--- config.mk ---
export PLATFORM = sky130hd
export DESIGN_NAME = sd_bd_queue
export DESIGN_NICKNAME = d
export VERILOG_FILES = /design/src/rtl/sd_bd_queue.sv
export SDC_FILE = /design/constraint.sdc
export NUM_CORES = 1
export LEC_CHECK = 0
export BUFFER_PORTS_ARGS = -buffer_cell sky130_fd_sc_hd__buf_2
export CAP_MARGIN = 20
export CORE_MARGIN = 5
export CORE_UTILIZATION = 25
export CTS_CLUSTER_SIZE = 30
export DETAILED_ROUTE_END_ITERATION = 8
export PLACE_DENSITY = 0.36
export SYNTH_ARGS = -nofsm -noshare
export SYNTH_HDL_FRONTEND = slang
export SYNTH_SLANG_ARGS = --single-unit
--- constraint.sdc ---
create_clock -name clk -period 6.3 [get_ports clk]
set_input_delay 1.26 -clock clk [delete_from_list [all_inputs] [get_ports clk]]
set_output_delay 1.26 -clock clk [all_outputs]
set_load 0.01 [all_outputs]
--- src/rtl/sd_bd_queue.sv ---
// sd_bd_queue -- buffer-descriptor queue between a host writer and a DMA-style
// reader. Each descriptor is two 32-bit words (sys_adr, cmd_arg) written by the
// host in two separate handshakes. A descriptor becomes visible to the reader
// only once both words are in. Reading the head does not remove it; the entry
// is released only by a_cmp when its transfer completes.
//
// Ports:
//   clk, rst        clock (rising edge), asynchronous active-high reset
//   we_m, dat_in_m  host write request / word (sys_adr then cmd_arg), held until we_ack
//   we_ack          one-cycle pulse: host word accepted
//   re_s            reader request for the head descriptor, held until ack_o_s
//   ack_o_s         one-cycle pulse: dat_out/arg_out hold the head descriptor
//   dat_out,arg_out head sys_adr / cmd_arg, held until the next read
//   a_cmp           one-cycle pulse: head transfer complete, release the slot
//   bd_clr          synchronous flush of all entries and the write phase
//   free_bd         free slot count (DEPTH = empty, 0 = full)
module sd_bd_queue #(
   parameter int DEPTH = 4,
   parameter int AW    = 2
) (
   input  logic          clk,
   input  logic          rst,
   input  logic          we_m,
   input  logic [31:0]   dat_in_m,
   output logic          we_ack,
   input  logic          re_s,
   output logic          ack_o_s,
   output logic [31:0]   dat_out,
   output logic [31:0]   arg_out,
   input  logic          a_cmp,
   input  logic          bd_clr,
   output logic [AW:0]   free_bd
);

   localparam logic [AW:0] FREE_ALL = (AW+1)'(DEPTH);

   typedef enum logic [1:0] {W_ADR, W_ARG, W_WAIT} w_state_t;
   typedef enum logic [1:0] {R_IDLE, R_ACK, R_WAIT} r_state_t;

   logic [31:0] adr_mem [DEPTH];
   logic [31:0] arg_mem [DEPTH];

   w_state_t    w_state_q, w_state_d;
   w_state_t    w_ret_q, w_ret_d;
   r_state_t    r_state_q, r_state_d;
   logic [AW-1:0] wp_q, wp_d;
   logic [AW-1:0] rp_q, rp_d;
   logic [AW:0] free_q, free_d;
   logic        we_ack_q, we_ack_d;
   logic        ack_q, ack_d;
   logic [31:0] dat_out_q, arg_out_q;

   logic adr_we, arg_we, commit, pop, rd_load;
   logic full, empty;

   assign full  = (free_q == '0);
   assign empty = (free_q == FREE_ALL);

   always_comb begin
      w_state_d = w_state_q;
      w_ret_d   = w_ret_q;
      r_state_d = r_state_q;
      we_ack_d  = 1'b0;
      ack_d     = 1'b0;
      adr_we    = 1'b0;
      arg_we    = 1'b0;
      commit    = 1'b0;
      rd_load   = 1'b0;

      // Write side: W_WAIT holds off until the host drops we_m so a single
      // held request can never be acknowledged twice.
      case (w_state_q)
         W_ADR: begin
            if (we_m && !full) begin
               adr_we    = 1'b1;
               we_ack_d  = 1'b1;
               w_state_d = W_WAIT;
               w_ret_d   = W_ARG;
            end
         end
         W_ARG: begin
            // A slot was reserved when sys_adr was accepted, so no full check.
            if (we_m) begin
               arg_we    = 1'b1;
               we_ack_d  = 1'b1;
               commit    = 1'b1;
               w_state_d = W_WAIT;
               w_ret_d   = W_ADR;
            end
         end
         W_WAIT: begin
            if (!we_m) w_state_d = w_ret_q;
         end
         default: w_state_d = W_ADR;
      endcase

      // Read side: data registered in R_IDLE, ack registered out of R_ACK,
      // giving two cycles from request to ack.
      case (r_state_q)
         R_IDLE: begin
            if (re_s && !empty) begin
               rd_load   = 1'b1;
               r_state_d = R_ACK;
            end
         end
         R_ACK: begin
            ack_d     = 1'b1;
            r_state_d = R_WAIT;
         end
         R_WAIT: begin
            if (!re_s) r_state_d = R_IDLE;
         end
         default: r_state_d = R_IDLE;
      endcase

      pop  = a_cmp && !empty;
      wp_d = wp_q + AW'(commit);
      rp_d = rp_q + AW'(pop);
      case ({commit, pop})
         2'b10:   free_d = free_q - 1'b1;
         2'b01:   free_d = free_q + 1'b1;
         default: free_d = free_q;
      endcase

      // Flush overrides everything happening in the same cycle.
      if (bd_clr) begin
         w_state_d = W_ADR;
         w_ret_d   = W_ADR;
         r_state_d = R_IDLE;
         we_ack_d  = 1'b0;
         ack_d     = 1'b0;
         adr_we    = 1'b0;
         arg_we    = 1'b0;
         rd_load   = 1'b0;
         wp_d      = '0;
         rp_d      = '0;
         free_d    = FREE_ALL;
      end
   end

   always_ff @(posedge clk or posedge rst) begin
      if (rst) begin
         w_state_q <= W_ADR;
         w_ret_q   <= W_ADR;
         r_state_q <= R_IDLE;
         wp_q      <= '0;
         rp_q      <= '0;
         free_q    <= FREE_ALL;
         we_ack_q  <= 1'b0;
         ack_q     <= 1'b0;
      end else begin
         w_state_q <= w_state_d;
         w_ret_q   <= w_ret_d;
         r_state_q <= r_state_d;
         wp_q      <= wp_d;
         rp_q      <= rp_d;
         free_q    <= free_d;
         we_ack_q  <= we_ack_d;
         ack_q     <= ack_d;
      end
   end

   // Descriptor storage; contents need no reset.
   always_ff @(posedge clk) begin
      if (adr_we) adr_mem[wp_q] <= dat_in_m;
      if (arg_we) arg_mem[wp_q] <= dat_in_m;
   end

   // Registered head read; holds until the next read.
   always_ff @(posedge clk or posedge rst) begin
      if (rst) begin
         dat_out_q <= '0;
         arg_out_q <= '0;
      end else if (rd_load) begin
         dat_out_q <= adr_mem[rp_q];
         arg_out_q <= arg_mem[rp_q];
      end
   end

   assign we_ack  = we_ack_q;
   assign ack_o_s = ack_q;
   assign dat_out = dat_out_q;
   assign arg_out = arg_out_q;
   assign free_bd = free_q;

endmodule

==> summary.md, run 1 <==
Synthesis inferred 334 register bits. Static timing analysis puts the maximum clock frequency at 0.3478 GHz. Setup repair after global routing left no endpoint under its margin. The die is 232.8 um tall. The tree is rooted in a sky130_fd_sc_hd__clkbuf_16. The H-tree was split into 2 levels.

Yosys instantiated no cell more often than sky130_fd_sc_hd__edfxtp_1. After floorplanning, the core was divided into 81 placement rows. The congestion estimate from routability-driven global placement came to 0.6388. Subtracting the final worst setup slack from the clock period gives 2.875 ns. Data on the critical path arrives at its endpoint at 3.06 ns. The region available for standard cell placement spans 0.04905 mm^2. The run gives 13.8% as the combinational cell fraction of total power.

IR analysis of the VDD net gives a maximum drop of 0.1532 mV. For the number of hold violations in the final report, the log shows 0. Entering global routing, the biggest net connects 66 pins. In the routed layout, each cell is associated on average with a via count of 4.108.

The total power per unit cell area was 383.2 mW/mm^2. STA classifies the critical path endpoint as a flop. The area taken by flip-flops and latches was 0.009648 mm^2. For the initial antenna violation count, the log shows 2. The share of total power consumed by net switching was 24.16%. In the finished design, the share of the clock period the worst path needs comes to 45.63%. In this design, the largest share of critical-path delay is due to simple AND/OR/NAND/NOR gates. Of the total power, registers draw 47.1%.

For this design the top-level I/O count stands at 107. Count of synthesis-stage warnings from yosys: 0. In this run, CTS created clock tree buffers numbering 39. After the last flow step, the layout net total stands at 726. The worst pin sits at a relative slew slack of 37.26%.

Global routing consumed, over all layers together, 10.47% of the routing resources. Between clock sinks in the finished design, the worst skew comes to 0.01662 ns. The first global-routing pass estimated 42.24 mm of wire. Worst min-delay path startpoint: dat_out[28].

Compared with the post-synthesis result, the final layout area differs by 22.21%. The logs give 4 for the number of iterations in the first detailed-routing pass and 0.002590 mm^2 for the area of the multi-input gates. Setup slack on the worst reg-to-reg path comes out at 3.65 ns. The largest single stage delay on the critical path is 0.39 ns.

The number of buffers added on ports was 106; the placed wire-length estimate after detailed placement was 17.72 mm. The worst setup path category was input port to flop. The via count of the first global-routing pass was 6369. Worst hold path endpoint: dat_out[28]. The run gives 0 as the number of gates resized after cts. Cells fill 30.91% of the core in the end.

Together, buffers and inverters on the worst path number 3. For the pin with the worst max-slew slack, the measured transition is 0.9411 ns. For the number of pins with negative max-slew slack in the final report, the log shows 0. Startpoint of the most critical register-to-register path: rp_q[0].

Most frequently used flop master after synthesis: sky130_fd_sc_hd__edfxtp_1. When the netlist entered floorplanning its net count stood at 589. In this run the critical register-to-register path is captured at dat_out[27].

The commonest cells after synthesis are sky130_fd_sc_hd__edfxtp_1, sky130_fd_sc_hd__dfrtp_1, sky130_fd_sc_hd__mux2_2, sky130_fd_sc_hd__mux4_2, sky130_fd_sc_hd__nor2_1. The mean instance size in the synthesized netlist works out to 22.64 um^2. In this run the worst hold path is classified as flop to flop. Walking the worst path, the cells encountered are buf_2, nor3_1, nand2_1, nor3_2, buf_6, buf_4. The quantity of hold-fixing buffers added after cts is 0, and the number of routed nets with antenna violations is 0.

The die span in x came out at 232.8 um. After synthesis, the cell types taking the most area are sky130_fd_sc_hd__edfxtp_1, sky130_fd_sc_hd__dfrtp_1, sky130_fd_sc_hd__mux4_2. TritonCTS built the clock tree. For the count of max-cap constraint violations, the log shows 0.

The number of stages on the worst hold path is 1, and the design internal power is 0.004407 W. The final setup violation count was 0; the starting density of the core was 25.29%. Worst reg-to-reg path cell count: 3. Once the clock tree was built, the setup fixing pass inserted 0 buffers.

The tools report the post-synthesis cell type count as 34. The slowest stage of the critical path belongs to the cell sky130_fd_sc_hd__nor3_1. The critical path starts at bd_clr. The biggest area contributor in the post-synthesis netlist is sky130_fd_sc_hd__edfxtp_1.

The flow ran to the end, and the final reports show no timing, DRC or antenna violations. The die covers 0.05418 mm^2. Clock-pin slew was measured on the worst setup and hold paths at 0.05 ns. Setup total negative slack on the finished layout was measured at 0 ns. After detailed routing, the number of remaining DRC violations is 0. Data on the critical path is required at its endpoint by 6.49 ns. Counting flops with an async set or reset pin after synthesis yields a share of 23.35%.

The run gives 0.005811 W as the total power after layout. The switching power of the nets was 0.001404 W; the count of flip-flops with a built-in enable after synthesis was 256. The tools report the post-synthesis instance area as 0.01241 mm^2.

The worst setup path is launched from an input port. For this run the aggregate overflow at the end of global routing stands at 0. Along the worst path, the maximum fanout reaches 21. The share of cells above drive strength 1 is 44.41%. The routed wire length per instance was 20.09 um; the total wire length after detailed routing was 27.74 mm. The fraction of power consumed by the clock network was 39.1%. Across all layers, the routed design uses 5673 vias. CTS saw 334 sinks. For the worst-skew pair, the clock arrives at the later sink with an insertion delay of 0.54 ns. The total of fill cells in the finished design was 4804.

No sink is reached through more buffers than the 3 on the longest clock path. In this run, the number of DRC markers left after iteration 0 of detailed routing was 305. Sequential cells were found to cover 77.70% of the synthesized design area. Synthesis produced a netlist whose cell count is 548. The share of synthesized area in the top cell type comes to 61.96%. The analysis attributes to cell leakage a power of 5.290 nW.
-- how the worst max path moves through the flow --
| stage | endpoint | cells past startpoint |
|---|---|---|
| after CTS | arg_mem[0][31] | 5 |
| after floorplan | adr_mem[0][0] | 3 |
| after global placement | arg_mem[0][23] | 5 |
| after detailed placement | arg_mem[0][20] | 5 |
| final | arg_mem[0][31] | 6 |
| after global routing | arg_mem[0][17] | 6 |
-- logic make-up after synthesis --
| group | share of synthesized area (%) |
|---|---|
| AO/OA/AOI/OAI | 0.2219 |
| XOR/XNOR | 0.2118 |
| multiplexers | 17.95 |
| AND/OR/NAND/NOR | 1.624 |
| adder cells (fa/ha/maj) | 0.3630 |
| buffers and inverters | 1.926 |
| flip-flops | 77.70 |
-- flip-flops by register name (all words and copies together), names as in the netlist, 3 cells and up --
signal and flops:
arg_out 32, adr_mem 128, arg_mem 128, dat_out 32, free_bd 3
-- routing by layer --
metal  part of all wire [%]  vias up  global-route usage [%]  wire length [um]
met1                     43     3015                   13.11             11850
met2                     50      111                   17.73             13930
met3                    4.6       51                   2.599              1270
met5                      0        -                       0                 0
met4                    2.5        0                   3.692               687
li1                       -     2496                       -                 -
-- area by class of cell --
| type | count | area share (%) |
|---|---|---|
| Timing Repair Buffer | 119 | 4.993 |
| Tap cell | 664 | 5.479 |
| Inverter | 7 | 0.1898 |
| Sequential cell | 334 | 63.63 |
| Clock inverter | 19 | 1.353 |
| Antenna cell | 1 | 0.01650 |
| Clock buffer | 53 | 7.254 |
| Multi-Input combinational cell | 184 | 17.08 |
-- through the flow --
| stage | hold slack [ns] | cells | worst slack (ns) | cell area (um^2) |
|---|---|---|---|---|
| 6_report | 0.5020 | 1381 | 3.425 | 15160 |
| 3_3_place_gp | 0.4869 | 1300 | 2.482 | 13670 |
| 3_5_place_dp | 0.4895 | 1306 | 2.279 | 13820 |
| 2_1_floorplan | 0.4761 | 548 | 1.920 | 12410 |
| 4_1_cts | 0.5034 | 1378 | 2.895 | 15120 |
| 5_1_grt | 0.5138 | 1380 | 3.277 | 15160 |
-- power by group through the flow --
stage	combinational [W]	sequential, W	clock (W)
final	0.000802	0.00274	0.00227
after global routing	0.000885	0.00278	0.00246
after CTS	0.000832	0.00275	0.00236
after detailed placement	0.000828	0.00280	0
after global placement	0.000827	0.00279	0
after floorplan	0.000415	0.00284	0
-- cells in the final DEF (no fill, tap or decap), drive strengths merged --
master and count:
ha 2, xor2 1, buf 119, o21a 1, nor3 5, clkbuf 53, nor2b 4, or2 1
edfxtp 256, dfstp 1, a2111oi 1, a21oi 1, nand3b 1, mux4 64, diode 1, mux2i 5
clkinv 13, or3 1, xnor2 2, nand2 4, inv 8, a31oi 1, dfrtp 77, and3b 1
nand3 1, nand2b 2, or3b 1, and2 2, clkinvlp 1, fa 1, mux2 65, nor2 17
bufinv 4
Note: power is estimated with default switching activity, not from simulation.
==> inputs of run 2 (changes only) <==
clock period = 2.7 ns   (was 6.3 ns; I/O delays follow)
==> summary.md, run 2 (synthesis results as in run 1) <==
The flow ran to the end, and the final reports show no timing, DRC or antenna violations. Buffers added to address setup during post-CTS repair amount to 0. For the leakage power, the log shows 5.371 nW. The clock network burns 39.2% of the power. STA puts the critical path data required time at 3.16 ns. Setup violations remaining at the end of the flow were counted as 0. For the number of hold violations in the final report, the log shows 0.

The clock reaches the later pin of the worst-skew pair after 0.55 ns. At the end of routability-driven placement, the weighted congestion stood at 0.6913. Capturing point of the worst reg2reg path: free_bd[2]. The share of total power dissipated in combinational logic is 14.3%. The worst register-to-register path begins at free_bd[2].

For the total clock buffers created by CTS, the log shows 39. TritonCTS built the clock tree. The switching power of the nets was 0.003404 W; the highest net fanout along the worst path was 5. Hold is met by 0.06901 ns. The highest achievable clock rate came out at 0.4420 GHz. The run gives 0 as the quantity of hold-fixing buffers added after cts. For the worst reg-to-reg setup slack, the log shows 0.44 ns. Leading cell type in the layout, fill and taps excluded: sky130_fd_sc_hd__edfxtp_1.

After detailed routing, the average wire length per cell comes to 20.97 um. Using the TritonRoute via totals, the vias-per-cell ratio works out to 4.148. The worst reg-to-reg path cell count came out at 7.

The area growth from synthesis to layout is 23.67%. The actual transition at the worst max-transition pin is 0.6992 ns. The number of routed nets with antenna violations came out at 0. Dividing the final minimum period by the clock period gives 83.80%. The clock tree synthesis step divided the H-tree into 2 levels. STA classifies the critical path startpoint as a flop.

The logs give 107 for the top-level port count and 46.5% for the sequential fraction of design power. For the initial antenna violation count, the log shows 3. The total power per unit cell area was 896.0 mW/mm^2; the normalized max-slew margin was 53.39%.

CTS placed an instance of sky130_fd_sc_hd__clkbuf_16 at the clock tree root. The remaining design rule violation count was 0; the peak ir drop on the vdd network was 0.4075 mV. Entering global routing, the biggest net connects 43 pins.

The run gives 29.24 mm as the total wire length after detailed routing. Setup repair after global routing left no endpoint under its margin. In this run switching power makes up 24.76% of total power. The logs give 0 for the number of pins with negative max-slew slack in the final report and 81 for the cell row count.

The kind of end point of the critical path is a flop. The die span in x is 232.8 um, and the setup slack after placement is 0.3726 ns. The number of gates resized after CTS was 0. The starting density of the core is 25.29%. The final layout contains 740 nets. The minimum clock period after layout is 2.263 ns, and the clock tree skew after final layout is 0.02085 ns. The internal power of the cells totals 0.01034 W. The count of inserted antenna diode cells came out at 0.

The first global-routing pass estimated 43.90 mm of wire. Across all setup checks in the final design, the least slack found is 0.4373 ns. The floorplan step defined a die boundary enclosing 0.05418 mm^2.

The region available for standard cell placement spans 0.04905 mm^2. The largest registers in the layout are adr_mem (128), arg_mem (128). Leaving out fill and tap cells, the most frequent cells in the layout are sky130_fd_sc_hd__edfxtp_1, sky130_fd_sc_hd__buf_2, sky130_fd_sc_hd__dfrtp_1, sky130_fd_sc_hd__mux2_2, sky130_fd_sc_hd__mux4_2.

In the final layout, the share of cells above drive strength 1 is 46.58%. Across all layers, the routed design uses 5782 vias. The clock transition at the register clock pins on the worst setup and hold paths after CTS came out at 0.06 ns. The via count of the first global-routing pass is 6452. The logs give 4781 for the total of fill cells in the finished design and 11.00% for the aggregate global-route resource usage. The HPWL after detailed placement is 18.25 mm. Across the run, the number of max-cap violations was 0.

The number of iterations in the first detailed-routing pass was 6. The worst setup path category was flop to flop. Port buffering added 106 buffers.

The clock passes through at most 3 buffers. The run gives 0 as the total congestion overflow. The type of the worst min-delay path was input port to async pin.

At the worst endpoint, the arrival time is 2.73 ns. In this run, the number of DRC markers left after iteration 0 of detailed routing was 288. The die is 232.8 um tall.

For the total number of clock tree sinks, the log shows 334.
==> run 2: cell types whose count changed in the layout (fill, tap and decap cells not counted), moves of 5 or more <==
cell | before | now
sky130_fd_sc_hd__clkinv_1 | 6 | 1
sky130_fd_sc_hd__buf_12 | 2 | 14
sky130_fd_sc_hd__buf_16 | 5 | 0
sky130_fd_sc_hd__buf_4 | 5 | 13
sky130_fd_sc_hd__clkinv_2 | 6 | 12
==> run 2: per-layer routing <==
metal / global-route usage [%] / wire [um]
met5: 0 / 34
met4: 3.157 / 604
met3: 3.209 / 1541
met2: 17.95 / 14230
met1: 14.34 / 12830
==> run 2: metrics by stage <==
step / std cells / area [um^2] / power (W) / TNS, ns / utilization (%)
floorplan: 548 / 12420 / 0.007590 / -17.80 / -
global placement: 1322 / 14020 / 0.008524 / 0 / 28.58
detailed placement: 1322 / 14020 / 0.008556 / 0 / 28.58
CTS: 1394 / 15340 / 0.01408 / 0 / 31.28
global route: 1394 / 15340 / 0.01443 / 0 / 31.28
finish: 1394 / 15340 / 0.01375 / 0 / 31.28
==> run 2: worst max path at each step <==
| stage | start | end | slack (ns) | depth (start not counted) |
|---|---|---|---|---|
| 6_report | free_bd[2] | free_bd[2] | 0.44 | 7 |
| 5_1_grt | free_bd[2] | free_bd[2] | 0.32 | 7 |
| 4_1_cts | free_bd[2] | free_bd[2] | 0.41 | 7 |
| 3_5_place_dp | we_m | arg_mem[3][24] | 0.37 | 6 |
| 3_3_place_gp | we_m | arg_mem[0][20] | 0.42 | 6 |
| 2_1_floorplan | bd_clr | adr_mem[3][0] | -0.11 | 3 |
==> run 2: power by group through the flow <==
stage | Sequential (W) | Combinational (W) | Clock [W]
2_1_floorplan | 0.00662 | 0.000969 | 0
3_3_place_gp | 0.00650 | 0.00202 | 0
3_5_place_dp | 0.00652 | 0.00203 | 0
4_1_cts | 0.00642 | 0.00204 | 0.00561
5_1_grt | 0.00647 | 0.00215 | 0.00582
6_report | 0.00640 | 0.00196 | 0.00539
==> run 2: worst max-delay path, stage by stage, from the launching register on <==
cell,delay (ns)
sky130_fd_sc_hd__dfstp_2,0.55
sky130_fd_sc_hd__or3b_1,0.42
sky130_fd_sc_hd__nand2_1,0.20
sky130_fd_sc_hd__nor2_1,0.09
sky130_fd_sc_hd__fa_1,0.38
sky130_fd_sc_hd__and2_1,0.15
sky130_fd_sc_hd__mux2i_1,0.17
sky130_fd_sc_hd__mux2i_1,0.22
==> run 2: area by class of cell <==
| type | instances | area [um^2] | share of cell area [%] |
|---|---|---|---|
| clock inverter | 25 | 277.8 | 1.810 |
| tap | 664 | 830.8 | 5.415 |
| inverter | 7 | 28.78 | 0.1876 |
| clock buffer | 47 | 1047 | 6.825 |
| multi-input combinational | 184 | 2603 | 16.96 |
| timing repair buffer | 133 | 908.4 | 5.920 |
| sequential | 334 | 9648 | 62.88 |
